### src/rtl/seg7_scan.sv
// seg7_scan: time-multiplexed hex display driver with once-per-frame input capture
module seg7_scan #(
  parameter int SCAN_DIV = 100_000,
  parameter int DIGITS   = 8
) (
  input  logic        clk,
  input  logic        rst,
  input  logic [31:0] data,
  input  logic [7:0]  dp_mask,
  input  logic [7:0]  blank_mask,
  output logic [7:0]  an,
  output logic [6:0]  seg,
  output logic        dp,
  output logic        frame_done
);
  localparam int W = $clog2(SCAN_DIV);
  localparam logic [W-1:0] DIV_LAST = W'(SCAN_DIV - 1);
  localparam logic [2:0] IDX_LAST = 3'(DIGITS - 1);
  logic [W-1:0] div_cnt;
  logic [2:0]   digit_idx;
  logic [31:0]  shadow_data, src_data;
  logic [7:0]   shadow_dp, shadow_blank, src_dp, src_blank, an_d;
  logic [3:0]   nib;
  logic [6:0]   seg_d;
  logic         load, div_wrap;
  // Frame start selects live inputs so digit 0 never shows stale shadow data
  always_comb begin
    div_wrap  = div_cnt == DIV_LAST;
    load      = div_cnt == '0 && digit_idx == 3'd0;
    src_data  = load ? data : shadow_data;
    src_dp    = load ? dp_mask : shadow_dp;
    src_blank = load ? blank_mask : shadow_blank;
    nib       = src_data[{digit_idx, 2'b00} +: 4];
    an_d      = src_blank[digit_idx] ? 8'hFF : ~(8'h01 << digit_idx);
  end
  // Active-low hex font, g..a
  always_comb begin
    case (nib)
      4'h0: seg_d = 7'b1000000;
      4'h1: seg_d = 7'b1111001;
      4'h2: seg_d = 7'b0100100;
      4'h3: seg_d = 7'b0110000;
      4'h4: seg_d = 7'b0011001;
      4'h5: seg_d = 7'b0010010;
      4'h6: seg_d = 7'b0000010;
      4'h7: seg_d = 7'b1111000;
      4'h8: seg_d = 7'b0000000;
      4'h9: seg_d = 7'b0010000;
      4'hA: seg_d = 7'b0001000;
      4'hB: seg_d = 7'b0000011;
      4'hC: seg_d = 7'b1000110;
      4'hD: seg_d = 7'b0100001;
      4'hE: seg_d = 7'b0000110;
      default: seg_d = 7'b0001110;
    endcase
  end
  // Dwell counter and digit index, both wrapping only to legal values
  always_ff @(posedge clk or posedge rst) begin
    if (rst) begin
      div_cnt   <= '0;
      digit_idx <= 3'd0;
    end else begin
      div_cnt <= div_wrap ? '0 : div_cnt + 1'b1;
      if (div_wrap) digit_idx <= (digit_idx == IDX_LAST) ? 3'd0 : digit_idx + 3'd1;
    end
  end
  // Capture inputs once per frame to avoid tearing
  always_ff @(posedge clk or posedge rst) begin
    if (rst) begin
      shadow_data  <= '0;
      shadow_dp    <= '0;
      shadow_blank <= '0;
    end else if (load) begin
      shadow_data  <= data;
      shadow_dp    <= dp_mask;
      shadow_blank <= blank_mask;
    end
  end
  // Registered display drive and frame-start pulse
  always_ff @(posedge clk or posedge rst) begin
    if (rst) begin
      an         <= 8'hFF;
      seg        <= 7'h7F;
      dp         <= 1'b1;
      frame_done <= 1'b0;
    end else begin
      an         <= an_d;
      seg        <= seg_d;
      dp         <= ~src_dp[digit_idx];
      frame_done <= div_wrap && digit_idx == IDX_LAST;
    end
  end
endmodule

### config.mk
export PLATFORM = sky130hd
export DESIGN_NAME = seg7_scan
export DESIGN_NICKNAME = d
export VERILOG_FILES = /design/src/rtl/seg7_scan.sv
export SDC_FILE = /design/constraint.sdc
export NUM_CORES = 1
export LEC_CHECK = 0
export BUFFER_PORTS_ARGS = -buffer_cell sky130_fd_sc_hd__buf_2
export CAP_MARGIN = 10
export CORE_UTILIZATION = 57
export DETAILED_ROUTE_END_ITERATION = 7
export PLACE_DENSITY = 0.8
export SYNTH_ARGS = -nofsm -noshare
export SYNTH_HDL_FRONTEND = slang
export SYNTH_SLANG_ARGS = --single-unit
### constraint.sdc
create_clock -name clk -period 4.5 [get_ports clk]
set_input_delay 0.225 -clock clk [delete_from_list [all_inputs] [get_ports clk]]
set_output_delay 0.225 -clock clk [all_outputs]
set_load 0.005 [all_outputs]
==> results.json, run 1 <==
{
  "clkTransAtPathRegs_ns": 0.09,
  "hold_path_class": "input port to flop",
  "grt_pass1_wl_um": 15770,
  "critPathTopFamily": "simple AND/OR/NAND/NOR gates",
  "rows": 31,
  "routabilityCongestion": 0.8472,
  "r2r-end": "seg[1]",
  "die_w_um": 90.60,
  "cap_violations": 0,
  "setup.worst_path.end_class": "flop",
  "numPortBuffers": 66,
  "place_area_mm2": 0.004858,
  "post_cts_resize_count": 0,
  "syn_to_final_growth_pct": 14.04,
  "clockBufferDepth": 2,
  "gr-total-overflow": 0,
  "dpl.cell_count": 541,
  "whs_path_depth": 2,
  "yosys_warnings": 0,
  "holdWs_ns": 0.09393,
  "yosysTopAreaCell": "dfrtp_1",
  "slew_headroom_pct": 54.34,
  "pin_count": 67,
  "maxSlewViolCount": 0,
  "setup_violations": 0,
  "min_period_ns": 3.626,
  "start_util_pct": 60.40,
  "fin_setup_tns_ns": 0,
  "rsz0062_at_grt": "no",
  "crit-reg2reg-launch": "digit_idx[1]",
  "grt_max_degree": 56,
  "leakage_nw": 2.233,
  "critPathMaxFanout": 17,
  "criticalPathCategory": "flop to flop",
  "antenna_left": 0,
  "syn_avg_cell_area_um2": 11.44,
  "track_usage_pct": 24.73,
  "post-synth-top-count-cell": "nand2_1",
  "period_share_pct": 80.59,
  "antenna_found_initial": 0,
  "crit_path_start": "digit_idx[1]",
  "wl_um": 9406,
  "post_cts_buffers": 0,
  "nets": 518,
  "die_area_mm2": 0.008208,
  "cp.depth": 13,
  "finish.instance_area_mm2": 0.005102,
  "fillCellCount": 538,
  "synth_nets": 455,
  "synth_edf_count": 0,
  "viasPerCell": 5.722,
  "r2r_cells": 13,
  "numCtsBuffers": 9,
  "ys_seq_area_share_pct": 47.99,
  "cts_root_buf": "clkbuf_8",
  "holdBufCountCts": 1,
  "dr.pass1.iters": 4,
  "fmaxAchievable_mhz": 275.8,
  "cp_slowest_stage_delay_ns": 0.55,
  "place_hpwl_um": 6611,
  "critical_path_buf_inv_count": 3,
  "core_area_mm2": 0.007408,
  "pre_cts_slack_ns": 0.9454,
  "finalHoldViolCount": 0,
  "worst_pin_slew_ns": 0.6849,
  "arrival_ns": 3.92,
  "grt_pass1_vias": 3154,
  "h-tree-depth": 3,
  "wl_per_cell_um": 16.86,
  "cp_data_required_time_ns": 4.80,
  "clock_sinks": 85,
  "synth_cell_types": 47,
  "layout-drive-gt1-share_pct": 39.22,
  "stdcell_count": 558,
  "async_flop_share_pct": 100.0,
  "r2r_slack_ns": 0.87,
  "drc": 0,
  "drt_iter0_markers": 199,
  "ys.flop_type": "dfrtp_1",
  "crit_chain": "inv_2 > ha_1 > nor4b_2 > nand4_2 > nor2_4 > mux4_2 > a22oi_1 > nand2_1 > inv_1 > ha_1 > inv_1 > mux2i_1 > a32o_1",
  "vias": 3193,
  "cts_tree": "yes",
  "die_y_um": 90.60,
  "synth_top_area_share_pct": 38.59,
  "peakVddDrop_mv": 0.1989,
  "postLayoutCoreUtil_pct": 68.87,
  "ys_top_cells_by_area": "dfrtp_1 (39%), mux2_2 (11%), dfstp_2 (9.4%)",
  "synth_common_cells": "nand2_1 (72), dfrtp_1 (69), mux2_2 (45)",
  "worst_slack_ns": 0.8736,
  "total_power_mw": 1.552,
  "cp-start-kind": "flop",
  "status": "finished clean",
  "critPathCapture": "seg[1]",
  "syn_area_mm2": 0.004474,
  "antennaDiodeCount": 0,
  "ys_seq_elements": 85,
  "syn-instance-count": 391,
  "clock_latency_ns": 0.37,
  "crit_slowest_cell": "nor2_4",
  "power.density_mw_per_mm2": 304.2,
  "fin_skew_ns": 0.01049
}
-- final cells by class --
class                      count  area, um2  share of cell area (%)
tap                           99      123.9                   2.428
multi-input combinational    273       2166                   42.45
timing repair buffer          73      385.4                   7.553
inverter                      12      46.29                  0.9073
clock inverter                 5      82.58                   1.618
sequential                    85       2147                   42.08
clock buffer                  11      151.4                   2.967
-- worst min path at each step --
stage | startpoint | end | slack [ns]
finish | data[13] | shadow_data[13] | 0.09
global route | data[13] | shadow_data[13] | 0.1
CTS | data[13] | shadow_data[13] | 0.09
detailed placement | rst | div_cnt[10] | 0.27
global placement | rst | div_cnt[10] | 0.27
floorplan | blank_mask[0] | shadow_blank[0] | 0.38
-- routing by layer --
metal  share of wire, %  GRT usage (%)  vias to the layer above
li1                   -              -                     1506
met2                 48          38.76                       81
met3                4.6          6.061                       10
met1                 46          34.03                     1596
met4                1.5          7.661                        0
met5                  0              0                        -
-- registers in the layout, summed over array words and instances (netlist names) --
| register | count |
|---|---|
| shadow_data | 32 |
| div_cnt | 17 |
| an | 8 |
| shadow_blank | 8 |
| shadow_dp | 8 |
| seg | 7 |
| digit_idx | 3 |
| dp | 1 |
| frame_done | 1 |
-- cell families (layout without fill, tap and decap cells) --
kind of cell / count (synthesis) / in the layout / share of synthesized area, %
xor gates and xnor gates: 14 / 14 / 2.741
adders and majority gates: 14 / 14 / 3.915
DFF: 85 / 85 / 47.99
buffers and inverters: 33 / 101 / 3.859
muxes: 68 / 68 / 19.91
and+or+nand+nor: 124 / 124 / 13.59
AOI/OAI and AO/OA: 53 / 53 / 7.998
-- layout by cell type (no fill, tap or decap), types with 5 or more instances in the layout --
cell type,count
a22oi_1,14
dfstp_2,16
nor2_1,18
nand2_1,72
buf_2,66
mux4_2,8
mux2_2,45
a211oi_1,11
o21ai_0,7
inv_1,8
o21ai_1,12
clkbuf_8,11
xnor2_1,6
mux2_4,7
xor2_1,8
nand3_1,5
dfrtp_1,69
buf_4,6
ha_1,14
mux2i_1,5
nand4_1,6
-- report_power, final --
part,internal [mW],leakage (nW),switching (mW)
clock network,0.343,0.108,0.279
registers,0.797,1.01,0.0132
logic,0.0615,1.12,0.0593
Note: power is estimated with default switching activity, not from simulation.
==> run 2, diff against run 1 <==
==> constraint.sdc (replaced) <==
create_clock -name clk -period 3.5 [get_ports clk]
set_input_delay 0.175 -clock clk [delete_from_list [all_inputs] [get_ports clk]]
set_output_delay 0.175 -clock clk [all_outputs]
set_load 0.005 [all_outputs]
==> run 2 against run 1 <==
  * The run now ends with negative hold slack left
  * Combinational power increased by 27%
  * Clock skew increased by 0.00097 ns
  * Cell area increased by 0.12%
  * Routed wire length decreased by 1.2%
  * Global-route usage decreased by 0.33 points
  * Critical path depth unchanged
  * Sequential cell count unchanged
  * Die area unchanged
  * Critical endpoint unchanged
  * Largest cell class unchanged
  * Largest power group unchanged
==> results.json, run 2 (synthesis gave the netlist of run 1 again) <==
{
  "pin_count": 67,
  "clock_sinks": 85,
  "h-tree-depth": 3,
  "worst_pin_slew_ns": 0.9466,
  "cts_tree": "yes",
  "cap_violations": 0,
  "criticalPathCategory": "flop to flop",
  "numPortBuffers": 66,
  "setup.worst_path.end_class": "flop",
  "status": "complete, but fails checks",
  "rsz0062_at_grt": "no",
  "largest_reg_flops": 32,
  "holdWs_ns": -0.009075,
  "die_area_mm2": 0.008208,
  "arrival_ns": 3.47,
  "place_hpwl_um": 6493,
  "setup_violations": 0,
  "leakage_nw": 2.249,
  "layout_common_cells": "nand2_1 (72), dfrtp_1 (69), buf_2 (66)",
  "numCtsBuffers": 9,
  "fmaxAchievable_mhz": 314.2,
  "regMostFlops": "shadow_data",
  "slew_headroom_pct": 36.82,
  "post_cts_buffers": 0,
  "wl_um": 9295,
  "violations": "negative hold slack",
  "viasPerCell": 5.711,
  "grt_pass1_wl_um": 15730,
  "die_w_um": 90.60,
  "start_util_pct": 60.40,
  "grt_pass1_vias": 3248,
  "period_share_pct": 90.93,
  "layout-drive-gt1-share_pct": 39.83,
  "fin_setup_tns_ns": 0,
  "die_y_um": 90.60,
  "clockBufferDepth": 2,
  "holdBufCountCts": 0,
  "hold_path_class": "input port to async pin",
  "rows": 31,
  "fillCellCount": 548,
  "clkTransAtPathRegs_ns": 0.09,
  "critPathMaxFanout": 10,
  "antennaDiodeCount": 0,
  "reg_top3": "shadow_data: 32 flops, div_cnt: 17 flops",
  "cts_root_buf": "clkbuf_8",
  "fin_skew_ns": 0.01146,
  "core_area_mm2": 0.007408,
  "gr-total-overflow": 0,
  "drc": 0,
  "cp-start-kind": "flop",
  "total_power_mw": 1.937,
  "postLayoutCoreUtil_pct": 68.96,
  "clock_latency_ns": 0.35,
  "finish.instance_area_mm2": 0.005109,
  "grt_max_degree": 57,
  "antenna_found_initial": 0,
  "drt_iter0_markers": 200,
  "dr.pass1.iters": 4,
  "vias": 3204,
  "syn_to_final_growth_pct": 14.18,
  "antenna_left": 0,
  "nets": 521,
  "peakVddDrop_mv": 0.1952,
  "maxSlewViolCount": 0,
  "final_common_cell": "nand2_1",
  "place_area_mm2": 0.004888,
  "power.density_mw_per_mm2": 379.1,
  "finalHoldViolCount": 8,
  "post_cts_resize_count": 0,
  "wl_per_cell_um": 16.57,
  "routabilityCongestion": 0.8007,
  "cp_data_required_time_ns": 3.79,
  "min_period_ns": 3.183,
  "track_usage_pct": 24.40
}
## run 2: cell count changes in the layout (fill, tap and decap cells not counted), sizes merged
cell	delta
buf	+4
bufinv	-1
clkinvlp	-2
dlygate4sd3	-1
clkbuf	+1
clkinv	+2
## run 2: power breakdown
group | internal (mW) | switching [mW]
clock | 0.391 | 0.352
sequential | 1.02 | 0.0161
combinational | 0.0791 | 0.0745
## run 2: worst paths after layout
kind | start | to | slack (ns) | cells past startpoint
setup / recovery | digit_idx[1] | seg[1] | 0.32 | 13
hold / removal | rst | div_cnt[9] | -0.009 | 2
setup reg to reg | digit_idx[1] | seg[1] | 0.32 | 13
hold reg to reg | shadow_dp[3] | shadow_dp[3] | 0.50 | 1
max in group asynchronous | rst | seg[6] | 2.55 | 3
min in group clk | data[1] | shadow_data[1] | 0.06 | 2
## run 2: area by class of cell
class	instances	area, um2	area share [%]
Tap cell	99	123.9	2.425
Clock inverter	4	55.05	1.078
Timing Repair Buffer	76	405.4	7.935
Inverter	12	46.29	0.9062
Multi-Input combinational cell	273	2166	42.40
Clock buffer	12	165.2	3.233
Sequential cell	85	2147	42.03
## run 2: worst max-delay path, cell delays in order (launching register included)
cell     delay (ns)
dfrtp_1        0.46
inv_2          0.16
ha_1           0.22
nor4b_2        0.27
nand4_2        0.18
nor2_4         0.33
mux4_2         0.36
a22oi_1        0.20
nand2_1        0.19
inv_1          0.15
ha_1           0.23
inv_1          0.07
mux2i_1        0.07
a32o_1         0.21
## run 2: through the flow
step	worst slack, ns	cells
floorplan	0.004814	391
global placement	0.4944	545
detailed placement	0.3532	545
CTS	0.2970	561
global route	0.01810	561
finish	0.3174	561
## run 2: metal layers
metal | routed length [um] | part of all wire (%) | global-route usage (%) | vias up
met1 | 4071 | 44 | 32.28 | 1589
met4 | 163 | 1.8 | 10.75 | 0
met2 | 4649 | 50 | 39.90 | 90
met3 | 409 | 4.4 | 3.704 | 16
met5 | 0 | 0 | 0 | -
li1 | - | - | - | 1509
